$ cat src/rtl/meta_pkt_gen_if.sv
// Valid/ready packet stream carrying one beat per handshake plus
// per-packet sideband (sop/eop, src/dst port).
interface meta_pkt_gen_if;
  logic        out_valid;
  logic        out_ready;
  logic [31:0] out_data;
  logic        out_sop;
  logic        out_eop;
  logic [1:0]  out_src;
  logic [1:0]  out_dst;

  modport master (
    output out_valid, out_data, out_sop, out_eop, out_src, out_dst,
    input  out_ready
  );

  modport slave (
    input  out_valid, out_data, out_sop, out_eop, out_src, out_dst,
    output out_ready
  );
endinterface

$ cat src/rtl/meta_pkt_gen.sv
// Metadata FIFO feeding a packet generator: each queued metadata word becomes a
// header beat followed by len-1 payload beats on the stream interface.
module meta_pkt_gen #(
  parameter int DEPTH = 16,
  parameter int CW    = $clog2(DEPTH) + 1
) (
  input  logic                  clk,
  input  logic                  reset,
  input  logic                  meta_en,
  input  logic [31:0]           meta_in,
  input  logic [31:0]           ctrl,
  meta_pkt_gen_if.master        strm,
  output logic [CW-1:0]         fifo_count,
  output logic                  fifo_full,
  output logic                  overflow,
  output logic [15:0]           pkt_count,
  output logic                  busy
);

  localparam int AW = $clog2(DEPTH);

  typedef enum logic [1:0] {IDLE, HDR, PAY} state_t;

  state_t          state_q, state_d;
  logic [31:0]     mem_q [DEPTH];
  logic [AW-1:0]   wr_ptr_q, wr_ptr_d;
  logic [AW-1:0]   rd_ptr_q, rd_ptr_d;
  logic [CW-1:0]   count_q, count_d;
  logic            ovf_q, ovf_d;
  logic [15:0]     pkt_q, pkt_d;
  logic [15:0]     tag_q, tag_d;
  logic [7:0]      len_q, len_d;
  logic [7:0]      idx_q, idx_d;
  logic            valid_q, valid_d;
  logic            sop_q, sop_d;
  logic            eop_q, eop_d;
  logic [31:0]     data_q, data_d;
  logic [1:0]      src_q, src_d;
  logic [1:0]      dst_q, dst_d;

  logic            enable, flush, push, pop, hs, full;
  logic [31:0]     head;
  logic [7:0]      head_len;
  logic [7:0]      idx_nxt;
  logic            ctrl_unused;

  assign enable      = ctrl[0];
  assign flush       = ctrl[1];
  assign ctrl_unused = ^ctrl[31:2];

  // Fullness comes from the registered count, so a same-cycle pop never rescues a push.
  assign full     = (count_q == CW'(DEPTH));
  assign push     = meta_en && !full && !flush;
  assign pop      = (state_q == IDLE) && enable && (count_q != '0) && !flush;
  assign hs       = valid_q && strm.out_ready;
  assign head     = mem_q[rd_ptr_q];
  assign head_len = (head[15:8] == 8'd0) ? 8'd1 : head[15:8];
  assign idx_nxt  = idx_q + 8'd1;

  always_comb begin
    wr_ptr_d = wr_ptr_q;
    rd_ptr_d = rd_ptr_q;
    count_d  = count_q;
    ovf_d    = ovf_q;
    if (flush) begin
      wr_ptr_d = '0;
      rd_ptr_d = '0;
      count_d  = '0;
      ovf_d    = 1'b0;
    end else begin
      if (push) wr_ptr_d = wr_ptr_q + AW'(1);
      if (pop)  rd_ptr_d = rd_ptr_q + AW'(1);
      if (push && !pop)      count_d = count_q + CW'(1);
      else if (!push && pop) count_d = count_q - CW'(1);
      if (meta_en && full) ovf_d = 1'b1;
    end
  end

  always_comb begin
    state_d = state_q;
    pkt_d   = pkt_q;
    tag_d   = tag_q;
    len_d   = len_q;
    idx_d   = idx_q;
    valid_d = valid_q;
    sop_d   = sop_q;
    eop_d   = eop_q;
    data_d  = data_q;
    src_d   = src_q;
    dst_d   = dst_q;
    if (flush) begin
      state_d = IDLE;
      pkt_d   = '0;
      valid_d = 1'b0;
      sop_d   = 1'b0;
      eop_d   = 1'b0;
    end else begin
      unique case (state_q)
        IDLE: begin
          if (pop) begin
            state_d = HDR;
            tag_d   = head[31:16];
            len_d   = head_len;
            valid_d = 1'b1;
            sop_d   = 1'b1;
            eop_d   = (head_len == 8'd1);
            data_d  = head;
            src_d   = head[3:2];
            dst_d   = head[1:0];
          end
        end
        HDR: begin
          if (hs) begin
            if (len_q == 8'd1) begin
              state_d = IDLE;
              valid_d = 1'b0;
              sop_d   = 1'b0;
              eop_d   = 1'b0;
              pkt_d   = pkt_q + 16'd1;
            end else begin
              state_d = PAY;
              idx_d   = 8'd1;
              sop_d   = 1'b0;
              data_d  = {tag_q, 8'h00, 8'd1};
              eop_d   = (len_q == 8'd2);
            end
          end
        end
        PAY: begin
          if (hs) begin
            if (eop_q) begin
              state_d = IDLE;
              valid_d = 1'b0;
              eop_d   = 1'b0;
              pkt_d   = pkt_q + 16'd1;
            end else begin
              idx_d  = idx_nxt;
              data_d = {tag_q, 8'h00, idx_nxt};
              eop_d  = (idx_nxt == len_q - 8'd1);
            end
          end
        end
        default: state_d = IDLE;
      endcase
    end
  end

  always_ff @(posedge clk) begin
    if (push) mem_q[wr_ptr_q] <= meta_in;
  end

  always_ff @(posedge clk) begin
    if (reset) begin
      state_q  <= IDLE;
      wr_ptr_q <= '0;
      rd_ptr_q <= '0;
      count_q  <= '0;
      ovf_q    <= 1'b0;
      pkt_q    <= '0;
      tag_q    <= '0;
      len_q    <= '0;
      idx_q    <= '0;
      valid_q  <= 1'b0;
      sop_q    <= 1'b0;
      eop_q    <= 1'b0;
      data_q   <= '0;
      src_q    <= '0;
      dst_q    <= '0;
    end else begin
      state_q  <= state_d;
      wr_ptr_q <= wr_ptr_d;
      rd_ptr_q <= rd_ptr_d;
      count_q  <= count_d;
      ovf_q    <= ovf_d;
      pkt_q    <= pkt_d;
      tag_q    <= tag_d;
      len_q    <= len_d;
      idx_q    <= idx_d;
      valid_q  <= valid_d;
      sop_q    <= sop_d;
      eop_q    <= eop_d;
      data_q   <= data_d;
      src_q    <= src_d;
      dst_q    <= dst_d;
    end
  end

  assign strm.out_valid = valid_q;
  assign strm.out_sop   = sop_q;
  assign strm.out_eop   = eop_q;
  assign strm.out_data  = data_q;
  assign strm.out_src   = src_q;
  assign strm.out_dst   = dst_q;
  assign fifo_count     = count_q;
  assign fifo_full      = full;
  assign overflow       = ovf_q;
  assign pkt_count      = pkt_q;
  assign busy           = (state_q != IDLE);

endmodule
$ cat src/flat_wrapper.sv
// flat-port wrapper written by rule: the top's interface ports become plain ports
module meta_pkt_gen_flat 
#(
  parameter int DEPTH = 16,
  parameter int CW    = $clog2(DEPTH) + 1
)
  (clk, reset, meta_en, meta_in, ctrl, fifo_count, fifo_full, overflow, pkt_count, busy, strm_out_valid, strm_out_data, strm_out_sop, strm_out_eop, strm_out_src, strm_out_dst, strm_out_ready);
  meta_pkt_gen_if strm_i ();
  input  logic clk;
  input  logic reset;
  input  logic meta_en;
  input  logic [31:0] meta_in;
  input  logic [31:0] ctrl;
  output logic [CW-1:0] fifo_count;
  output logic fifo_full;
  output logic overflow;
  output logic [15:0] pkt_count;
  output logic busy;
  output wire logic [$bits(strm_i.out_valid)-1:0] strm_out_valid;
  output wire logic [$bits(strm_i.out_data)-1:0] strm_out_data;
  output wire logic [$bits(strm_i.out_sop)-1:0] strm_out_sop;
  output wire logic [$bits(strm_i.out_eop)-1:0] strm_out_eop;
  output wire logic [$bits(strm_i.out_src)-1:0] strm_out_src;
  output wire logic [$bits(strm_i.out_dst)-1:0] strm_out_dst;
  input wire logic [$bits(strm_i.out_ready)-1:0] strm_out_ready;
  assign strm_out_valid = strm_i.out_valid;
  assign strm_out_data = strm_i.out_data;
  assign strm_out_sop = strm_i.out_sop;
  assign strm_out_eop = strm_i.out_eop;
  assign strm_out_src = strm_i.out_src;
  assign strm_out_dst = strm_i.out_dst;
  assign strm_i.out_ready = strm_out_ready;
  meta_pkt_gen #(.DEPTH(DEPTH), .CW(CW)) u_core (.clk(clk), .reset(reset), .meta_en(meta_en), .meta_in(meta_in), .ctrl(ctrl), .strm(strm_i), .fifo_count(fifo_count), .fifo_full(fifo_full), .overflow(overflow), .pkt_count(pkt_count), .busy(busy));
endmodule
$ cat config.mk
export PLATFORM = sky130hd
export DESIGN_NAME = meta_pkt_gen_flat
export DESIGN_NICKNAME = d
export VERILOG_FILES = /design/src/rtl/meta_pkt_gen_if.sv /design/src/rtl/meta_pkt_gen.sv /design/src/flat_wrapper.sv
export SDC_FILE = /design/constraint.sdc
export NUM_CORES = 1
export LEC_CHECK = 0
export ABC_AREA = 1
export CORE_MARGIN = 2
export CORE_UTILIZATION = 60
export DETAILED_ROUTE_END_ITERATION = 6
export MAX_ROUTING_LAYER = met4
export PLACE_DENSITY = 0.78
export REMOVE_ABC_BUFFERS = 1
export SLEW_MARGIN = 15
export SYNTH_ARGS = -nofsm -noshare
export SYNTH_HDL_FRONTEND = slang
export SYNTH_SLANG_ARGS = --single-unit
$ cat constraint.sdc
create_clock -name clk -period 3.89 [get_ports clk]
set_input_delay 0.778 -clock clk [delete_from_list [all_inputs] [get_ports clk]]
set_output_delay 0.778 -clock clk [all_outputs]
set_load 0.01 [all_outputs]
# --- After elaboration in Yosys (flattened, before gate mapping) ---
# Memory sizes are Yosys's and may differ from the RTL's. A register that Yosys moved wholly into a read port is not among the register bits.
# Cells that the tools add are included.
word_totals:
  ramBits: 512
  regBits: 103
  wordCells: 111
  output_inout_bits: 63
  mem_count: 1
mem_list:
  columns: ["memory", "depth", "width", "rd", "rd_ports_with_merged_regs", "wr", "line_no", "rtl"]
  rows:
  - ["u_core.mem_q", 16, 32, 1, 1, 1, "meta_pkt_gen.sv:25", "logic [31:0] mem_q [DEPTH];"]
op_classes:
  eq_ne: 14
  n_reduce_logical: 30
  n_bitwise: 1
  addsub: 7
  mux: 43
op_table:
  columns: ["operator", "count"]
  rows:
  - ["$mux 32", 5]
  - ["$pmux 32 s3", 1]
  - ["$mux 16", 4]
  - ["$mux 8", 5]
  - ["$pmux 16 s2", 1]
  - ["$add 16x1->16 const B", 1]
  - ["$eq 8x1->1 const B", 2]
  - ["$pmux 8 s2", 1]
  - ["$mux 1", 13]
  - ["$reduce_and 6->1", 2]
  - ["$mux 2", 5]
  - ["$mux 5", 2]
  - ["$ne 2x1->1 const B", 5]
  - ["$logic_and 1x1->1", 9]
  - ["$add 4x1->4 const B", 2]
  - ["$add 8x1->8 const B", 1]
  - ["$eq 8x2->1 const B", 1]
  - ["$eq 8x8->1", 1]
  - ["$logic_not 8->1", 1]
  - ["$mux 4", 2]
  - ["$reduce_and 4->1", 2]
  - ["$reduce_bool 2->1", 4]
  - ["$sub 8x1->8 const B", 1]
  - ["$reduce_and 7->1", 1]
  - ["17 further kinds", 23]

# --- Depth between registers and ports, before layout ---
# Gate-level depths: netlist of run 1.
logic_depth:
  ltp_word: 8
  mapped_depth: 17

# --- Worst setup path after synthesis of run 1 ---
# No wires, ideal clock.
synth_path:
  path_kind: "input to register"
  from: "input meta_en"
  to: "memory u_core.mem_q[11][0] (enable)"
  path_stages: 4
  n_path_buf: 0
  t_arrival_ns: 2.638
  path_slack_ns: 0.831
  setup_time_ns: 0.421
  path_cell_list: "nand2_1 > nor2_1 > nand2_1 > nor2_1"
synth_between:
  elab_chain_cells: 4
synth_rtl:
  columns: ["item", "line_no", "rtl"]
  rows:
  - ["start: declaration", "flat_wrapper.sv:11", "input logic meta_en;"]
  - ["$logic_and 1x1->1 (2 in series)", "meta_pkt_gen.sv:53", "assign push = meta_en && !full && !flush;"]
  - ["via u_core.push", "meta_pkt_gen.sv:41", "logic enable, flush, push, pop, hs, full;"]
  - ["$mux 1", "meta_pkt_gen.sv:149", "if (push) mem_q[wr_ptr_q] <= meta_in;"]
  - ["$mux 1 (implied by the code)", "meta_pkt_gen.sv:149", null]
  - ["end: declaration", "meta_pkt_gen.sv:25", null]
# The timed path passes the listed nets, and every way through them passes these cells.

# --- Worst setup path after layout of run 1 ---
layout_path:
  from: "register u_core.state_q[0]"
  to: "output busy"
layout_between:
  elab_chain_cells: 1
layout_rtl:
  columns: ["item", "line_no", "rtl"]
  rows:
  - ["start: declaration", "meta_pkt_gen.sv:24", "state_t state_q, state_d;"]
  - ["start signal: assignment", "meta_pkt_gen.sv:170", "state_q <= state_d;"]
  - ["$reduce_bool 2->1", "meta_pkt_gen.sv:198", "assign busy = (state_q != IDLE);"]
  - ["end: declaration", "flat_wrapper.sv:18", "output logic busy;"]
# No other way between the ends.

==> reports/results.env, run 1 <==
FILLERINSTANCES=2767
YOSYSTOPAREACELLSHARE_PCT=60.3
SYNTH_SEQUENTIAL_AREA_RATIO_PCT=68.7
IO_PINS=131
P_CLK_SHARE_PCT=41.4
PORT_BUFFERS=100
MET2_ROUTING_RESOURCE_USAGE_AFTER_GLOBAL_ROUTING_PCT=45.5
START_UTIL_PCT=60.8
FINAL-INSTANCE-COUNT-EXCL-FILL=2908
STATUS='completed'
SEQ_PWR_SHARE_PCT=51.8
FINAL-HOLD-VIOLATION-COUNT=0
SHARE_COMB_OF_TOTAL_POWER_PCT=6.8
HP_CLASS='reg2reg'
CRITICAL_PATH_PEAK_FANOUT=4
CTS_TREE='done'
POWER_SWITCHING_uW=3140
RELSLEWSLACK_PCT=22.6
TIMING.CRITICAL_PATH.BUF_INV=3
SEQUENTIAL_CELL_AREA_MM2=0.0175
RSZ_0062_RAISED_AFTER_GLOBAL_ROUTING='false'
WORST_PATH_LARGEST_CELL_DELAY_PS=560
CLKTRANSATPATHREGS_PS=60
ANT_NETS=0
GLOBALROUTEMET1UTIL_PCT=38.1
TIMING.CRITICAL_PATH.REQUIRED_PS=3110
AREA.GROWTH.SYNTH_TO_FINAL_PCT=14.2
POST-CTS-SETUP-BUFFER-COUNT=0
POWER.STATIC_LEAKAGE_uW=0.0102
POSTCTSRESIZEDCELLS=0
NUMPLACEDINSTANCES=2791
MAXCAPVIOLCOUNT=0
CRIT_SLOWEST_CELL='sky130_fd_sc_hd__clkdlybuf4s50_1'
HPWLAFTERDP_MM=34.3
CLOCK-ROOT-BUFFER='sky130_fd_sc_hd__clkbuf_16'
PATH_DELAY_FAMILY='buffers and inverters'
ROUTEDWLPERCELL_UM=21.6
CTS-ROOT-TO-SINK-BUFFERS=3
SETUP.WORST_PATH.START_CLASS='register'
MULTI_INPUT_COMB_AREA_MM2=0.00689
GRT_ANTENNA_BEFORE_REPAIR=1
CRITPATHCAPTURETYPE='output pin'
YS_TOP_CELLS_BY_COUNT='512 x sky130_fd_sc_hd__edfxtp_1, 350 x sky130_fd_sc_hd__nor2_1, 287 x sky130_fd_sc_hd__nand2_1, 261 x sky130_fd_sc_hd__o21ai_0, 126 x sky130_fd_sc_hd__inv_1'
WORST_VDD_IR_V=0.000317
SYNTHDOMINANTAREACELLTYPE='sky130_fd_sc_hd__edfxtp_1'
POSTSYNTHCELLCOUNT=2239
POWER_uW=14100
LAYOUT-DRIVE-GT1-SHARE_PCT=8.40
GRT_OVERFLOW=0
DIE-WIDTH_UM=210
VIAS_IN_THE_FIRST_GLOBAL_ROUTE=17100
USE_MET3_PCT=4.93
FP.DIEAREA_MM2=0.0442
P_PER_AREA_mW_PER_MM2=486
GRT_PASS1_WL_MM=95.2
COREAREA_MM2=0.0419
SYNTH_ENABLE_FLOP_CELLS=512
DESIGN.FINAL.NETS=2403
REMAINING_DRC_ERRORS=0
TIMING.SETUP.CRITICAL_PATH_CLASS='reg2out'
YOSYSUNIQUECELLTYPES=45
YS_ASYNC_SR_FRACTION_PCT=0
TOP_CELL_BY_COUNT_WORST_PATH='sky130_fd_sc_hd__inv_1'
FLOP_AND_LATCH_COUNT_OUT_OF_SYNTHESIS=619
YOSYSMOSTFREQUENTCELL='sky130_fd_sc_hd__edfxtp_1'
PLACE.GP.CONGESTION=0.905
CLOCK.FMAX_GHz=0.347
WORSTPATHCELLLIST='inv_1 -> ha_1 -> inv_1 -> clkdlybuf4s50_1'
SYNTHTOPCELLSBYAREA='sky130_fd_sc_hd__edfxtp_1 60%, sky130_fd_sc_hd__dfxtp_1 8.4%, sky130_fd_sc_hd__nor2_1 5.2%, sky130_fd_sc_hd__o21ai_0 5.1%, sky130_fd_sc_hd__nand2_1 4.2%'
FINAL_ROUTED_WIRELENGTH_ACROSS_ALL_METAL_LAYERS_MM=62.7
CTS-BUFFERS-INSERTED=61
ROW_COUNT=75
POWER_REPORT.INTERNAL_TOTAL_uW=11000
POST-ROUTE-MIN-PERIOD_PS=2880
DRT_ITER0_MARKERS=2321
CTS_NUM_SINKS=619
SETUP_VIOL_COUNT_FINAL=0
VIA_PER_INST=6.15
SLEW_VIOLATIONS=0
SYNTH_FLOP_CELL='sky130_fd_sc_hd__edfxtp_1'
YOSYS_WARNINGS=0
NETLIST_AREA_MM2=0.0255
CLK-INSERTION-DELAY-LATE_PS=640
WORST-SLEW-PIN-TRANSITION_PS=1160
DRT_PASS1_ITERATIONS=6
PORTION_OF_THE_CLOCK_CYCLE_CONSUMED_BY_THE_WORST_PATH_IN_THE_FINAL_LAYOUT_PCT=74.1
CP_DATA_ARRIVAL_TIME_PS=2110
CTS_HOLD_REPAIR.BUFFERS=0
HTREE_NUM_LEVELS=2
MOST_CROWDED_LAYER_AFTER_GLOBAL_ROUTING='met2'
DR_TOTAL_VIAS=17900
GRT_MAX_DEGREE=180
POSTSYNTHAREAPERCELL_UM2=11.4
GRT_UTIL_ALL_LAYERS_PCT=29.2
FINCLKSKEW_PS=15.5
P_SW_SHARE_PCT=22.2
DIE_HEIGHT_UM=210
==> metal layers <==
metal	vias to the layer above	wire (um)	share of wire [%]
li1	8083	-	-
met1	8585	24400	39
met2	1025	29600	47
met3	186	6310	10
met4	0	2450	3.9
met5	-	0	0
==> registers in the layout, summed over array words and instances, names as in the netlist, 4 cells and up, named ones only <==
signal                count
u_core.fifo_count         5
u_core.idx_q              8
u_core.len_q              8
u_core.mem_q            512
u_core.pkt_count         16
u_core.rd_ptr_q           4
u_core.strm.out_data     32
u_core.tag_q             16
u_core.wr_ptr_q           4
==> worst register-to-register path: cells and delay by family (launching register included) <==
kind,cells,cell delay [ps]
compound gates,4,540
fa+ha+maj,2,690
buf+inv,1,110
flops,1,490
simple gates,7,840
==> cell families after synthesis <==
logic type	Yosys count	synth area share, %
DFF	619	68.7
AOI/OAI and AO/OA	505	11.7
adders and majority gates	20	1.01
buffers and inverters	268	4.75
xor gates and xnor gates	27	0.927
and+or+nand+nor	800	12.9
==> power groups by stage <==
| stage | registers [uW] | logic (uW) | clock network, uW |
|---|---|---|---|
| 6_report | 7320 | 965 | 5850 |
| 5_1_grt | 7330 | 1050 | 6140 |
| 4_1_cts | 7320 | 951 | 5900 |
| 3_5_place_dp | 7460 | 943 | 0 |
| 3_3_place_gp | 7460 | 909 | 0 |
| 2_1_floorplan | 7480 | 507 | 0 |
==> cell usage in the layout, fill, tap and decap left out, types with 7 or more instances in the layout <==
master                            instances
sky130_fd_sc_hd__o221ai_1                67
sky130_fd_sc_hd__xor2_1                  21
sky130_fd_sc_hd__clkdlybuf4s50_1         99
sky130_fd_sc_hd__o211ai_1                26
sky130_fd_sc_hd__a21oi_1                 76
sky130_fd_sc_hd__o21ai_2                 11
sky130_fd_sc_hd__buf_4                   33
sky130_fd_sc_hd__o21ai_1                 17
sky130_fd_sc_hd__o22ai_1                 29
sky130_fd_sc_hd__o21ai_0                261
sky130_fd_sc_hd__nor2_4                  18
sky130_fd_sc_hd__clkbuf_16               62
sky130_fd_sc_hd__inv_1                  127
sky130_fd_sc_hd__dfxtp_1                104
sky130_fd_sc_hd__nand4_1                  8
sky130_fd_sc_hd__nand2_1                287
sky130_fd_sc_hd__clkinv_2                 8
sky130_fd_sc_hd__nor3_1                   9
sky130_fd_sc_hd__clkbuf_1                23
sky130_fd_sc_hd__edfxtp_1               512
sky130_fd_sc_hd__ha_1                    19
sky130_fd_sc_hd__clkbuf_8                 7
sky130_fd_sc_hd__nand2_2                 11
sky130_fd_sc_hd__nand3_1                123
sky130_fd_sc_hd__nor2_1                 334
sky130_fd_sc_hd__buf_12                  13
==> area by class of cell <==
class / instances / area share [%]
sequential: 619 / 60.2
multi-input combinational: 1352 / 23.7
clock buffer: 92 / 5.96
timing repair buffer: 146 / 5.17
tap: 539 / 2.32
inverter: 135 / 1.76
clock inverter: 24 / 0.933
antenna: 1 / 0.00859
==> metrics by stage <==
step | hold WS [ps] | setup WS (ps) | util, % | TNS (ps) | area [um2]
final | 473 | 1010 | 69.4 | 0 | 29100
after floorplan | 438 | -3740 | - | -220300 | 24800
after global placement | 450 | 563 | 64.6 | 0 | 27100
after global routing | 495 | 836 | 69.4 | 0 | 29100
after CTS | 474 | 995 | 69.4 | 0 | 29100
after detailed placement | 461 | 539 | 64.6 | 0 | 27100
==> worst paths after layout <==
kind	startpoint	cells past startpoint	endpoint	slack [ps]
max reg2reg	u_core.fifo_count[0]$_SDFFE_PP0P_	14	u_core.fifo_count[4]$_SDFFE_PP0P_	1120
max	u_core.state_q[0]$_SDFFE_PP0P_	4	busy	1010
min	u_core.strm.out_data[15]$_SDFFE_PP0P_	2	u_core.strm.out_data[15]$_SDFFE_PP0P_	470
min reg2reg	u_core.strm.out_data[15]$_SDFFE_PP0P_	2	u_core.strm.out_data[15]$_SDFFE_PP0P_	470
Power figures use the tool's default switching activity.
==> run 2: changes to the inputs <==
- clock period: 3.89 -> 2.8 ns (I/O delays scaled with it)
==> run 2 against run 1 <==
  * Combinational power rose by 43%
  * Global-route usage rose by 0.19 points
  * Final area rose by 1.1%
  * Power rose by 36%
  * Highest routed layer unchanged
  * Die area did not move
  * Clock-buffer cell count fell by 6
  * Sequential cell count did not move
==> reports/results.env, run 2 (synthesis results as in run 1) <==
POWER_SWITCHING_uW=4280  # +36%
MOST-COMMON-LAYOUT-CELLS='512 x sky130_fd_sc_hd__edfxtp_1, 334 x sky130_fd_sc_hd__nor2_1, 287 x sky130_fd_sc_hd__nand2_1, 261 x sky130_fd_sc_hd__o21ai_0, 125 x sky130_fd_sc_hd__inv_1'
TIMING.CRITICAL_PATH.REQUIRED_PS=2240  # -870 ps
TOP_REGISTER='u_core.mem_q'
CLKTRANSATPATHREGS_PS=60  # about the same
POWER_REPORT.INTERNAL_TOTAL_uW=15000  # +36%
NUMPLACEDINSTANCES=2820  # +1.0%
SEQ_PWR_SHARE_PCT=52.9  # +1.1 points
FP.DIEAREA_MM2=0.0442  # unchanged
CLOCK-ROOT-BUFFER='sky130_fd_sc_hd__clkbuf_16'
MOSTFREQUENTLAYOUTCELL='sky130_fd_sc_hd__edfxtp_1'
PORTION_OF_THE_CLOCK_CYCLE_CONSUMED_BY_THE_WORST_PATH_IN_THE_FINAL_LAYOUT_PCT=93.4
FINCLKSKEW_PS=20.1  # +4.59 ps
DRT_ITER0_MARKERS=2409  # +3.8%
PLACE.GP.CONGESTION=0.943  # +4.2%
FINAL-INSTANCE-COUNT-EXCL-FILL=2934  # +0.89%
DIE-WIDTH_UM=210  # unchanged
RSZ_0062_RAISED_AFTER_GLOBAL_ROUTING='false'
DIE_HEIGHT_UM=210  # unchanged
WORST_VDD_IR_V=0.000534  # +68%
TIMING.SETUP.CRITICAL_PATH_CLASS='reg2out'
LARGEST_REG_FLOPS=512  # unchanged
DR_TOTAL_VIAS=18000  # +0.64%
POST-ROUTE-WORST-SETUP-SLACK_PS=184  # -822 ps
P_PER_AREA_mW_PER_MM2=654  # +35%
CTS_NUM_SINKS=619  # unchanged
CTS-ROOT-TO-SINK-BUFFERS=3  # unchanged
IO_PINS=131  # unchanged
PORT_BUFFERS=100  # unchanged
COREAREA_MM2=0.0419  # unchanged
SEQUENTIAL_CELL_AREA_MM2=0.0175  # unchanged
CTS_HOLD_REPAIR.BUFFERS=0  # unchanged
FILLERINSTANCES=2744  # -0.83%
AREA.GROWTH.SYNTH_TO_FINAL_PCT=15.4
CTS_TREE='done'
CRITPATHCAPTURETYPE='output pin'
CTS-BUFFERS-INSERTED=59  # -3.3%
FINAL-HOLD-VIOLATION-COUNT=0  # unchanged
RELSLEWSLACK_PCT=58.6  # +36 points
GRT_PASS1_WL_MM=96.0  # +0.88%
SHARE_COMB_OF_TOTAL_POWER_PCT=7.2  # +0.4 points
CLOCK.FMAX_GHz=0.382
HTREE_NUM_LEVELS=2  # unchanged
CLK-INSERTION-DELAY-LATE_PS=610  # -30 ps
VIA_PER_INST=6.13  # -0.25%
POST-ROUTE-MIN-PERIOD_PS=2620
DRT_PASS1_ITERATIONS=6  # unchanged
HPWLAFTERDP_MM=35.4  # +3.1%
WORST-SLEW-PIN-TRANSITION_PS=621  # -539 ps
CRITICAL_PATH_PEAK_FANOUT=6  # +2
REMAINING_DRC_ERRORS=0  # unchanged
SLEW_VIOLATIONS=0  # unchanged
DESIGN.FINAL.NETS=2430  # +1.1%
ANT_NETS=0  # unchanged
START_UTIL_PCT=60.8  # unchanged
CP_DATA_ARRIVAL_TIME_PS=2060  # -50 ps
POWER.STATIC_LEAKAGE_uW=0.0104  # +1.4%
GRT_MAX_DEGREE=125  # -31%
GRT_UTIL_ALL_LAYERS_PCT=29.4  # +0.19 points
GRT_OVERFLOW=0  # unchanged
GRT_ANTENNA_BEFORE_REPAIR=2  # +1
MULTI_INPUT_COMB_AREA_MM2=0.00689  # unchanged
HP_CLASS='reg2reg'
SETUP.WORST_PATH.START_CLASS='register'
P_CLK_SHARE_PCT=40.0  # -1.4 points
PLACE_WORST_SETUP_SLACK_PS=-35.9  # -575 ps
MAXCAPVIOLCOUNT=0  # unchanged
ROUTEDWLPERCELL_UM=21.4  # -0.63%
STATUS='completed'
ROW_COUNT=75  # unchanged
SETUP_VIOL_COUNT_FINAL=0  # unchanged
LAYOUT-DRIVE-GT1-SHARE_PCT=9.32  # +0.92 points
FINAL_ROUTED_WIRELENGTH_ACROSS_ALL_METAL_LAYERS_MM=62.9  # +0.26%
VIAS_IN_THE_FIRST_GLOBAL_ROUTE=17400  # +1.9%
P_SW_SHARE_PCT=22.2  # +0.036 points
==> run 2: power by group through the flow <==
| stage | logic [uW] | clock network (uW) | registers, uW |
|---|---|---|---|
| after floorplan | 705 | 0 | 10400 |
| after detailed placement | 1350 | 0 | 10400 |
| after global placement | 1310 | 0 | 10400 |
| final | 1380 | 7700 | 10200 |
| after global routing | 1510 | 8110 | 10200 |
| after CTS | 1360 | 7760 | 10200 |
==> run 2: what timing repair did <==
item | in CTS | in global routing
hold endpoints to repair | 0 | 0
setup endpoints to repair | 0 | 1
setup buffers | 0 | 0
resized for setup | 0 | 1
==> run 2: path summary, 6_finish.rpt <==
path / start / end / slack (ps) / cells after the start
setup reg to reg: u_core.state_q[0]$_SDFFE_PP0P_ / u_core.fifo_count[4]$_SDFFE_PP0P_ / 300 / 15
hold reg to reg: u_core.overflow$_SDFFE_PP0P_ / u_core.overflow$_SDFFE_PP0P_ / 480 / 2
hold / removal: u_core.overflow$_SDFFE_PP0P_ / u_core.overflow$_SDFFE_PP0P_ / 480 / 2
setup / recovery: u_core.fifo_count[0]$_SDFFE_PP0P_ / fifo_full / 180 / 4
==> run 2: per-layer routing <==
metal / global-route usage [%] / vias to the layer above / routed length (um)
met2: 45.8 / 1040 / 29800
li1: - / 8146 / -
met5: - / - / 0
met4: 12.6 / 0 / 2320
met3: 4.08 / 198 / 6080
met1: 39.2 / 8610 / 24700
==> run 2: stage by stage <==
stage / cell area [um2] / TNS, ps / total power [uW] / utilization, % / hold WS, ps
after floorplan: 24800 / -347010 / 11100 / - / 438
after CTS: 29400 / 0 / 19300 / 70.2 / 476
after global routing: 29400 / 0 / 19800 / 70.2 / 504
after global placement: 27600 / -43.6 / 11700 / 65.7 / 449
after detailed placement: 27600 / -35.9 / 11700 / 65.7 / 466
final: 29400 / 0 / 19300 / 70.2 / 478
==> run 2: layout make-up <==
type	instances	area share, %
multi-input cells	1352	23.4
repair buffers	175	6.61
inverters	135	1.74
clock buffers	86	5.67
clock inverters	25	0.718
well taps	539	2.29
flip-flops and latches	619	59.5
diodes	3	0.0255
==> run 2: critical path, stage by stage, from the launching register on <==
cell                              delay, ps
sky130_fd_sc_hd__dfxtp_1                400
sky130_fd_sc_hd__nor4_4                 340
sky130_fd_sc_hd__nand2_1                110
sky130_fd_sc_hd__inv_1                   80
sky130_fd_sc_hd__clkdlybuf4s50_1        530
